--- config.mk ---
export PLATFORM = sky130hd
export DESIGN_NAME = alu4bit_issue_ctrl
export DESIGN_NICKNAME = d
export VERILOG_FILES = /design/src/rtl/alu4bit_pkg.sv /design/src/rtl/alu_issue_fifo.sv /design/src/rtl/alu4bit_issue_ctrl.sv
export SDC_FILE = /design/constraint.sdc
export NUM_CORES = 1
export LEC_CHECK = 0
export CAP_MARGIN = 20
export CORE_MARGIN = 3
export CORE_UTILIZATION = 55
export CTS_CLUSTER_SIZE = 24
export DETAILED_ROUTE_END_ITERATION = 6
export PLACE_DENSITY = 0.81
export RECOVER_POWER = 100
export SYNTH_ARGS = -nofsm -noshare
export SYNTH_HDL_FRONTEND = slang
export SYNTH_HIERARCHICAL = 1
export SYNTH_SLANG_ARGS = --single-unit
--- constraint.sdc ---
create_clock -name clk -period 4.4 [get_ports clk]
set_input_delay 1.1 -clock clk [delete_from_list [all_inputs] [get_ports clk]]
set_output_delay 1.1 -clock clk [all_outputs]
set_load 0.01 [all_outputs]
--- src/rtl/alu4bit_pkg.sv ---
// Shared types and constants for the alu4bit issue controller.
// The issue path is sized for the fixed 4-bit alu4bit datapath.
package alu4bit_pkg;

    localparam int DATA_W = 4;

    localparam logic [2:0] OP_ADD   = 3'b000;
    localparam logic [2:0] OP_SUB   = 3'b001;
    localparam logic [2:0] OP_AND   = 3'b010;
    localparam logic [2:0] OP_OR    = 3'b011;
    localparam logic [2:0] OP_XOR   = 3'b100;
    localparam logic [2:0] OP_NOTA  = 3'b101;
    localparam logic [2:0] OP_PASSB = 3'b110;
    localparam logic [2:0] OP_PASSA = 3'b111;

    typedef enum logic [1:0] {
        IDLE = 2'd0,
        EXEC = 2'd1,
        RESP = 2'd2
    } state_t;

    typedef struct packed {
        logic [2:0]        sel;
        logic              use_acc;
        logic [DATA_W-1:0] a;
        logic [DATA_W-1:0] b;
    } req_t;

    localparam int REQ_W = 3 + 1 + 2 * DATA_W;

endpackage

--- src/rtl/alu_issue_fifo.sv ---
// Synchronous request FIFO: head is valid one edge after push (no empty bypass),
// and full is reported purely from the count (no full bypass).
module alu_issue_fifo
    import alu4bit_pkg::*;
#(
    parameter int DEPTH = 4
) (
    input  logic                     clk,
    input  logic                     rst_n,
    input  logic                     i_push,
    input  req_t                     i_data,
    input  logic                     i_pop,
    output req_t                     o_head,
    output logic                     o_full,
    output logic                     o_empty,
    output logic [$clog2(DEPTH):0]   o_count
);

    localparam int AW = $clog2(DEPTH);
    localparam int CW = AW + 1;

    req_t            r_mem [DEPTH];
    logic [AW-1:0]   r_wr_ptr;
    logic [AW-1:0]   r_rd_ptr;
    logic [CW-1:0]   r_count;
    logic            w_do_push;
    logic            w_do_pop;

    assign o_full    = (r_count == CW'(DEPTH));
    assign o_empty   = (r_count == '0);
    assign o_count   = r_count;
    assign o_head    = r_mem[r_rd_ptr];
    assign w_do_push = i_push & ~o_full;
    assign w_do_pop  = i_pop & ~o_empty;

    // NOTE: storage is not reset; count and pointers alone decide which entries are live.
    always_ff @(posedge clk) begin
        if (w_do_push) begin
            r_mem[r_wr_ptr] <= i_data;
        end
    end

    // NOTE: sequential state uses non-blocking assignments so every register samples pre-edge values.
    always_ff @(posedge clk) begin
        if (!rst_n) begin
            r_wr_ptr <= '0;
            r_rd_ptr <= '0;
            r_count  <= '0;
        end else begin
            if (w_do_push) r_wr_ptr <= r_wr_ptr + AW'(1);
            if (w_do_pop)  r_rd_ptr <= r_rd_ptr + AW'(1);
            unique case ({w_do_push, w_do_pop})
                2'b10:   r_count <= r_count + CW'(1);
                2'b01:   r_count <= r_count - CW'(1);
                default: r_count <= r_count;
            endcase
        end
    end

endmodule

--- src/rtl/alu4bit_issue_ctrl.sv ---
// Issue stage for the combinational alu4bit: queues requests, drives registered
// operands for one settle cycle, then holds the captured result until accepted.
module alu4bit_issue_ctrl
    import alu4bit_pkg::*;
#(
    parameter int DEPTH = 4
) (
    input  logic              clk,
    input  logic              rst_n,
    input  logic              in_valid,
    output logic              in_ready,
    input  logic [2:0]        in_sel,
    input  logic              in_use_acc,
    input  logic [DATA_W-1:0] in_a,
    input  logic [DATA_W-1:0] in_b,
    output logic [DATA_W-1:0] alu_a,
    output logic [DATA_W-1:0] alu_b,
    output logic [2:0]        alu_sel,
    input  logic [DATA_W-1:0] alu_result,
    input  logic              alu_carry,
    input  logic              alu_zero,
    output logic              out_valid,
    input  logic              out_ready,
    output logic [DATA_W-1:0] out_result,
    output logic              out_carry,
    output logic              out_zero,
    output logic [DATA_W-1:0] acc,
    output logic              busy
);

    state_t                  r_state;
    state_t                  w_state_next;
    logic [DATA_W-1:0]       r_alu_a;
    logic [DATA_W-1:0]       r_alu_b;
    logic [2:0]              r_alu_sel;
    logic                    r_out_valid;
    logic [DATA_W-1:0]       r_out_result;
    logic                    r_out_carry;
    logic                    r_out_zero;
    logic [DATA_W-1:0]       r_acc;

    req_t                    w_in_req;
    req_t                    w_head;
    logic                    w_full;
    logic                    w_empty;
    logic [$clog2(DEPTH):0]  w_count;
    logic                    w_pop;
    logic                    w_capture;
    logic                    w_release;
    logic [DATA_W-1:0]       w_next_a;

    assign w_in_req = '{sel: in_sel, use_acc: in_use_acc, a: in_a, b: in_b};

    alu_issue_fifo #(.DEPTH(DEPTH)) u_fifo (
        .clk     (clk),
        .rst_n   (rst_n),
        .i_push  (in_valid),
        .i_data  (w_in_req),
        .i_pop   (w_pop),
        .o_head  (w_head),
        .o_full  (w_full),
        .o_empty (w_empty),
        .o_count (w_count)
    );

    // Accumulator is read at pop time so a chained op sees the result captured just before.
    assign w_next_a = w_head.use_acc ? r_acc : w_head.a;

    // NOTE: every always_comb output gets a default first so no latch is inferred.
    always_comb begin
        w_state_next = r_state;
        w_pop        = 1'b0;
        w_capture    = 1'b0;
        w_release    = 1'b0;
        unique case (r_state)
            IDLE: begin
                if (!w_empty) begin
                    w_pop        = 1'b1;
                    w_state_next = EXEC;
                end
            end
            EXEC: begin
                w_capture    = 1'b1;
                w_state_next = RESP;
            end
            RESP: begin
                if (out_ready) begin
                    w_release = 1'b1;
                    if (!w_empty) begin
                        w_pop        = 1'b1;
                        w_state_next = EXEC;
                    end else begin
                        w_state_next = IDLE;
                    end
                end
            end
            default: w_state_next = IDLE;
        endcase
    end

    always_ff @(posedge clk) begin
        if (!rst_n) begin
            r_state      <= IDLE;
            r_alu_a      <= '0;
            r_alu_b      <= '0;
            r_alu_sel    <= OP_ADD;
            r_out_valid  <= 1'b0;
            r_out_result <= '0;
            r_out_carry  <= 1'b0;
            r_out_zero   <= 1'b0;
            r_acc        <= '0;
        end else begin
            r_state <= w_state_next;
            if (w_pop) begin
                r_alu_sel <= w_head.sel;
                r_alu_b   <= w_head.b;
                r_alu_a   <= w_next_a;
            end
            if (w_capture) begin
                r_out_result <= alu_result;
                r_out_carry  <= alu_carry;
                r_out_zero   <= alu_zero;
                r_acc        <= alu_result;
                r_out_valid  <= 1'b1;
            end else if (w_release) begin
                r_out_valid  <= 1'b0;
            end
        end
    end

    assign in_ready   = ~w_full;
    assign alu_a      = r_alu_a;
    assign alu_b      = r_alu_b;
    assign alu_sel    = r_alu_sel;
    assign out_valid  = r_out_valid;
    assign out_result = r_out_result;
    assign out_carry  = r_out_carry;
    assign out_zero   = r_out_zero;
    assign acc        = r_acc;
    assign busy       = (r_state != IDLE) | (w_count != '0);

endmodule
==> run metrics, run 1 <==
largest net degree at the start of global routing 21; Final Hold Fails 0; CTS clk-pin slew, worst paths 80 ps; Slew @ Worst Pin 972 ps; WP data arrival 3890 ps; cts repair resizes 0; Storage cell area 2020 sq um; crit start category input pin; dpl hpwl 3520 um; htree depth 3; Non-Filler Instances 326; Cells after Synth 211; Post-Route Setup TNS 0 ps; CTS root buffer clkbuf_8; Seq cells post-synth 77; global route overflow 0; share of layout cells above drive strength 1 11.3%; clk buf depth 2; number of global-route vias before repair 1,784; Skew-Pair Late Insertion Delay 350 ps; Final period util 82.1%; Leak Pwr 1.32 nW; Max Cap Violations 0; fill cell count 367; Synth Warn # 6; antenna violations before repair 0; Die Span X 81.2 um; routability cong. 0.748; Cell variety after synth 36; Yosys top cell by area edfxtp_1; core area 5300 sq um; drt first pass iters 4; Worst VDD drop 285 uV; Crit. End Element flip-flop; clk_skew 9.41 ps; outcome finished, final reports clean; global-route wire length before repair 8840 um; Seq/Total Area, Yosys 65.0%; standard-cell row count 26; Num CTS Buffers 9; syn_area_per_cell 14.8 sq um; min cycle time layout 3610 ps; vias per inst 5.37; PortBufs 45; Pwr Density 595 nW/um^2; dpl cell area 3540 sq um; drt wl/cell 16.5 um; clock sink total 77; via count 1,751; WP data required 4680 ps; die area 6600 sq um; Die Y 81.2 um; Max Clk Rate 277 MHz; final instance area 3720 sq um; starting density of the core 58.7%; Synth top area share 46.3%; RSZ-0062 raised after global routing false; Max FO, Critical Path 9; TritonCTS clock tree done; top post-synthesis cells by area edfxtp_1, dfxtp_1, mux4_2; I/O Pins 46; Hold WC Path Type reg -> reg; Post-Syn Nets 239; Post-DRT Antenna Nets 0; Final Max Slew Viols 0; Rel. slew slack 35.2%; Routed Wire Length 5370 um; crit path kind in -> reg; Post-Syn Area 3110 sq um; total track usage 18.6%; dpl cells 310; ant diodes 0; DR iter-0 viols 138; drt drc 0; fin nets 279; final setup vio count 0; synthesis-to-finish area growth 19.5%; multi-input combinational cell area 908 sq um; hold_buf cts 0; setup bufs post-CTS 0
[power by group]
| part | internal, mW | leakage, nW | total (mW) | switching, mW |
|---|---|---|---|---|
| Combinational | 0.316 | 0.533 | 0.636 | 0.320 |
| Clock | 0.321 | 0.104 | 0.575 | 0.254 |
| Sequential | 0.903 | 0.678 | 1.00 | 0.0987 |
| Total | 1.54 | 1.32 | 2.21 | 0.674 |
[logic make-up after synthesis]
| group | Yosys count | synth area share [%] |
|---|---|---|
| compound gates | 30 | 5.95 |
| xor+xnor | 2 | 0.563 |
| fa+ha+maj | 6 | 2.65 |
| buf+inv | 24 | 4.38 |
| flops | 77 | 65.0 |
| mux | 24 | 12.5 |
| simple gates | 48 | 8.96 |
[critical path, stage by stage]
cell and delay (ps):
dlygate4sd3_1 590, and2b_1 300, nor2_1 380, nor2b_1 250
ha_1 210, inv_1 60, fa_1 370, xor2_1 150
or3_1 310, a21boi_0 160
[layout make-up]
| type | count | share of cell area (%) |
|---|---|---|
| clock inverter | 7 | 2.59 |
| clock buffer | 9 | 3.33 |
| timing repair buffer | 45 | 12.1 |
| tap | 70 | 2.36 |
| multi-input combinational | 110 | 24.4 |
| inverter | 8 | 0.808 |
| sequential | 77 | 54.4 |
[worst paths after layout]
check	depth (start not counted)	slack (ps)	from	end
worst min-delay path	2	490	out_carry	out_carry
worst min register to register	2	490	out_carry	out_carry
worst max register to register	10	1540	u_fifo/o_count[0]	u_fifo/o_count[2]
worst max-delay path	10	790	out_ready	u_fifo/o_count[2]
[stage by stage]
step	hold WS [ps]	setup slack, ps	total power [mW]	utilization, %
after floorplan	456	1440	1.50	-
after global placement	469	769	1.72	66.8
after detailed placement	490	729	1.74	66.8
after CTS	500	1080	2.32	71.0
after global routing	518	649	2.35	70.1
final	492	789	2.21	70.1
[layout by cell type, fill, tap and decap left out]
cell,instances
mux4_2,12
clkbuf_8,9
inv_1,7
fa_1,1
nand2_1,8
a21oi_1,11
edfxtp_1,48
inv_2,1
or3_1,2
o21ai_1,8
o21ai_0,5
xnor2_1,1
nand2b_1,1
nand4bb_1,1
or2_1,1
inv_6,2
and2_1,1
and2b_1,1
dlygate4sd3_1,38
nor2_1,12
nand3_1,7
clkinv_1,1
bufinv_16,2
nand3b_1,1
ha_1,5
nor3_2,1
mux2i_1,12
nor3b_1,2
clkdlybuf4s50_1,7
nor2b_1,3
xor2_1,1
clkinvlp_4,2
nor3_1,2
a211oi_1,4
and2_0,5
a21boi_0,2
dfxtp_1,29
[sequential cells by signal (all words and copies together) (netlist names), 2 cells and up, named ones only]
signal           cells
acc                  4
u_fifo/r_wr_ptr      2
u_fifo/o_count       3
r_state              2
u_fifo/r_rd_ptr      2
u_fifo/r_mem        48
alu_b                4
alu_sel              3
alu_a                4
[cell usage after synthesis (all sizes together)]
master	number
ha	5
a211oi	4
nand2	8
or3	2
dfxtp	29
nor3	3
xor2	1
mux2i	12
nor2	12
nand3b	1
buf	13
edfxtp	48
or2	1
and2	6
clkbuf	3
a21boi	2
a21oi	11
nor3b	2
o21ai	13
inv	8
xnor2	1
nand4bb	1
nand3	7
nor2b	3
and2b	1
nand2b	1
mux4	12
fa	1
[per-layer routing]
metal / part of all wire [%] / global-route usage [%]
met4: 0.97 / 6.08
met5: 0 / 0
met1: 45 / 23.1
met2: 47 / 30.5
met3: 6.5 / 6.65
Note: power is estimated with default switching activity, not from simulation.
==> run 2, diff against run 1 <==
--- a/config.mk
+++ b/config.mk
@@ -7,10 +7,10 @@
 export LEC_CHECK = 0
 export CAP_MARGIN = 20
 export CORE_MARGIN = 3
-export CORE_UTILIZATION = 55
+export CORE_UTILIZATION = 48
 export CTS_CLUSTER_SIZE = 24
 export DETAILED_ROUTE_END_ITERATION = 6
-export PLACE_DENSITY = 0.81
+export PLACE_DENSITY = 0.75
 export RECOVER_POWER = 100
 export SYNTH_ARGS = -nofsm -noshare
 export SYNTH_HDL_FRONTEND = slang
==> constraint.sdc (replaced) <==
create_clock -name clk -period 3.22 [get_ports clk]
set_input_delay 0.805 -clock clk [delete_from_list [all_inputs] [get_ports clk]]
set_output_delay 0.805 -clock clk [all_outputs]
set_load 0.01 [all_outputs]
==> run 2 against run 1 <==
  * Sequential cell count did not move
  * Critical path depth unchanged
  * Core utilization decreased by 8.9 points
  * Wire length decreased by 0.11%
  * First-iteration DRC count grew 8.0%
  * Critical path type unchanged
  * Clock skew down 1.2 ps
==> run metrics, run 2 (same netlist as run 1, synthesis figures left out) <==
outcome finished, final reports clean; DR iter-0 viols 149; die area 7490 sq um; Max Clk Rate 339 MHz; total track usage 15.9%; Switching Share 31.1%; synthesis-to-finish area growth 19.9%; vias per inst 5.30; crit path kind in -> reg; internal power 2.05 mW; Post-Route Setup TNS 0 ps; drt first pass iters 4; hold path start alu_b[1]; Num CTS Buffers 9; max FFs per register 48; share of layout cells above drive strength 1 12.0%; Reg2Reg Setup Slack 570 ps; Skew-Pair Late Insertion Delay 340 ps; Slowest-stage cell, CP dlygate4sd3_1; Leak Pwr 1.32 nW; WP data arrival 3220 ps; Hold WS 483 ps; ant diodes 0; antenna violations before repair 0; Final Max Slew Viols 0; htree depth 3; most common cell after layout, fill and taps aside edfxtp_1; number of global-route vias before repair 1,732; Critical R2R Launch u_fifo/o_count[0]; CTS root buffer clkbuf_8; drt drc 0; clk buf depth 2; dpl hpwl 3670 um; Routed Wire Length 5370 um; Place WS 14.8 ps; routability cong. 0.720; combinational power share 31.3%; Switch Pwr 0.923 mW; Worst VDD drop 619 uV; Final period util 91.5%; cts repair resizes 0; Worst Slack Setup Final 273 ps; Clock Power Share 23.2%; global route overflow 0; drt wl/cell 16.1 um; CP Cell Sequence dlygate4sd3_1, and2b_1, nor2_8, nor2b_1, ha_1, inv_1, fa_1, xor2_1, or3_1, a21boi_0; Post-DRT Antenna Nets 0; CTS clk-pin slew, worst paths 80 ps; fin nets 283; TritonCTS clock tree done; hold_buf cts 0; Pwr Density 796 nW/um^2; Max FO, Critical Path 4; min cycle time layout 2950 ps; crit start category input pin; Die Y 86.5 um; Critical path origin out_ready; I/O Pins 46; clock sink total 77; clk_skew 8.23 ps; Most flops, register u_fifo/r_mem; RSZ-0062 raised after global routing false; Max stage delay on crit path 580 ps; most frequent cells in the layout edfxtp_1, dlygate4sd3_1, dfxtp_1; global-route wire length before repair 8780 um; Rel. slew slack 41.0%; PortBufs 45; starting density of the core 51.1%; standard-cell row count 28; Max Cap Violations 0; WP data required 3500 ps; setup bufs post-CTS 0; final setup vio count 0; core area 6100 sq um; Hold WC Path Type reg -> reg; largest net degree at the start of global routing 21; Core Util, Final 61.2%; Final Hold Fails 0; Crit. End Element flip-flop; Slew @ Worst Pin 884 ps; via count 1,770; Seq pwr share 45.5%; Die Span X 86.5 um
-- run 2: layout make-up --
cell class | count | area [sq um]
inverters | 8 | 30.0
flip-flops and latches | 77 | 2020
multi-input cells | 110 | 925
repair buffers | 49 | 473
well taps | 75 | 93.8
fillers | 478 | 2360
clock inverters | 6 | 63.8
clock buffers | 9 | 124
-- run 2: critical path, delay by kind of cell --
family                   cells  cell delay (ps)
AO/OA/AOI/OAI                1              150
XOR/XNOR                     1              160
adder cells (fa/ha/maj)      2              600
buffers and inverters        2              640
AND/OR/NAND/NOR              4              870
-- run 2: metrics by stage --
stage	power (mW)	instances	cell area [sq um]
after floorplan	2.05	211	3110
after global placement	2.39	319	3580
after detailed placement	2.42	319	3580
after CTS	3.11	334	3770
after global routing	3.17	334	3730
final	2.97	334	3730
-- run 2: path summary, 6_finish.rpt --
check                           end  depth (start not counted)
hold reg to reg            alu_b[1]                          2
hold / removal             alu_b[1]                          2
setup / recovery  u_fifo/o_count[2]                         10
setup reg to reg  u_fifo/o_count[2]                         10
-- run 2: power by group through the flow --
stage	logic [mW]	clock network (mW)	registers, mW
6_report	0.930	0.688	1.35
5_1_grt	1.03	0.758	1.38
4_1_cts	1.04	0.710	1.36
3_5_place_dp	1.03	0	1.38
3_3_place_gp	1.01	0	1.37
2_1_floorplan	0.673	0	1.38
-- run 2: per-layer routing --
layer | wire length [um] | track usage (%)
met2 | 2620 | 24.8
met1 | 2380 | 20.8
met3 | 292 | 5.51
met5 | 0 | 0
met4 | 78 | 5.95
==> run 3, diff against run 2 <==
--- a/config.mk
+++ b/config.mk
@@ -7,11 +7,14 @@
 export LEC_CHECK = 0
 export CAP_MARGIN = 20
 export CORE_MARGIN = 3
-export CORE_UTILIZATION = 48
+export CORE_UTILIZATION = 55
 export CTS_CLUSTER_SIZE = 24
 export DETAILED_ROUTE_END_ITERATION = 6
-export PLACE_DENSITY = 0.75
+export DONT_BUFFER_PORTS = 1
+export PLACE_DENSITY = 0.73
 export RECOVER_POWER = 100
+export SETUP_SLACK_MARGIN = 0.05
+export SKIP_CTS_REPAIR_TIMING = 1
 export SYNTH_ARGS = -nofsm -noshare
 export SYNTH_HDL_FRONTEND = slang
 export SYNTH_HIERARCHICAL = 1
==> run 3 against run 2 <==
  * Sequential power increased by 6%
  * Combinational power decreased by 26%
  * Maximum frequency increased by 4.3%
  * Critical endpoint unchanged
  * Highest routed layer unchanged
==> run metrics, run 3 (same netlist as run 1, synthesis figures left out) <==
min cycle time layout 2830 ps; starting density of the core 58.7%; Hold Path Cell Cnt 2; synthesis-to-finish area growth 4.22%; Final Max Slew Viols 0; htree depth 3; fill cell count 403; die area 6600 sq um; Clock Power Share 21.9%; drt first pass iters 4; Slowest-stage cell, CP or2_0; Reg2Reg Setup Slack 390 ps; largest net degree at the start of global routing 21; R2R depth 10; drt drc 0; Pwr Density 835 nW/um^2; Switch Pwr 0.903 mW; hold path start u_fifo/r_rd_ptr[0]; combinational power share 25.4%; global-route wire length before repair 8690 um; via count 1,635; Worst VDD drop 497 uV; TritonCTS clock tree done; Die Y 81.2 um; ant diodes 0; CTS clk-pin slew, worst paths 80 ps; Seq pwr share 52.7%; drt wl/cell 20.0 um; fin nets 235; Hold EP u_fifo/r_rd_ptr[0]; Rel. slew slack 31.8%; Die Span X 81.2 um; multi-input combinational cell area 940 sq um; internal power 1.81 mW; dpl cells 266; Max Clk Rate 354 MHz; PortBufs 0; most common cell after layout, fill and taps aside edfxtp_1; number of global-route vias before repair 1,789; Leak Pwr 1.07 nW; CTS root buffer clkbuf_8; outcome finished, final reports clean; antenna violations before repair 0; core area 5300 sq um; Non-Filler Instances 282; Storage cell area 2020 sq um; vias per inst 5.80; worst reg2reg path endpoint u_fifo/o_count[2]; Worst Slack Setup Final 394 ps; dpl hpwl 3870 um; Max Cap Violations 0; Routed Wire Length 5640 um; crit path kind reg -> reg; total track usage 18.7%; most frequent cells in the layout edfxtp_1, dfxtp_1, mux2i_1, o21ai_0, mux4_2; Num CTS Buffers 9; Max FO, Critical Path 9; max FFs per register 48; RSZ-0062 raised after global routing false; Slew @ Worst Pin 1020 ps; Critical R2R Launch u_fifo/o_count[0]; Final period util 87.8%; Post-DRT Antenna Nets 0; Hold WC Path Type reg -> reg; Skew-Pair Late Insertion Delay 340 ps; Final Hold Fails 0; DR iter-0 viols 77; Most flops, register u_fifo/r_mem; standard-cell row count 26; global route overflow 0; CP Cell Sequence nor3_2, or2_0, nor2_8, nor2b_1, ha_1, inv_1, fa_1, xor2_1, or3_1, a21boi_0; Place WS 311 ps; clk buf depth 2; WP data arrival 3100 ps; Pwr Total 2.71 mW; I/O Pins 46; Crit. End Element flip-flop; clock sink total 77; Max stage delay on crit path 450 ps; WP data required 3490 ps; routability cong. 0.724; share of layout cells above drive strength 1 15.1%; Post-Route Setup TNS 0 ps; final setup vio count 0; clk_skew 5.47 ps; crit start category flip-flop; Switching Share 33.3%; Core Util, Final 61.2%
-- run 3: cell types whose count changed in the layout (fill, tap and decap cells not counted), moves of 2 or more --
cell	previous run	this run
dlygate4sd3_1	38	0
clkdlybuf4s50_1	7	0
o21ai_0	5	12
o21ai_1	8	1
a211oi_1	4	2
a211oi_2	0	2
clkinv_2	1	3
-- run 3: worst max-delay path by stage --
stage,startpoint,endpoint,cells past startpoint
final,u_fifo/o_count[0],u_fifo/o_count[2],10
after global routing,u_fifo/o_count[0],u_fifo/o_count[2],10
after CTS,u_fifo/o_count[0],u_fifo/o_count[2],10
after detailed placement,out_ready,u_fifo/o_count[2],9
after global placement,out_ready,u_fifo/o_count[2],9
after floorplan,out_ready,u_fifo/o_count[2],10
-- run 3: layout make-up --
cell class / count / area share, %
repair buffers: 1 / 0.231
inverters: 8 / 0.926
clock buffers: 10 / 3.93
well taps: 70 / 2.70
flip-flops and latches: 77 / 62.3
multi-input cells: 110 / 29.0
clock inverters: 6 / 0.926
-- run 3: worst max-delay path, delay by kind of cell (launching register included) --
family,cells,cell delay (ps)
flops,1,430
simple gates,5,1340
compound gates,1,160
fa+ha+maj,2,590
buf+inv,1,60
xor+xnor,1,160
-- run 3: stage by stage --
step	hold slack, ps	instance area, sq um
detailed placement	498	3100
floorplan	456	3110
global placement	471	3100
CTS	513	3260
global route	533	3240
finish	511	3240
-- run 3: routing by layer --
layer  wire [um]  GRT usage [%]  share of wire [%]  vias to the layer above
met5           0              0                  0                        -
met4          59           8.11                1.0                        0
met3         524           8.54                9.3                        7
met2        2770           31.0                 49                       57
met1        2280           20.8                 40                      811
li1            -              -                  -                      760
-- run 3: power by group through the flow --
stage	Sequential (mW)	Combinational, mW	Clock, mW
after global placement	1.44	0.670	0
after detailed placement	1.46	0.716	0
after floorplan	1.38	0.673	0
final	1.43	0.687	0.594
after global routing	1.45	0.770	0.655
after CTS	1.43	0.721	0.607
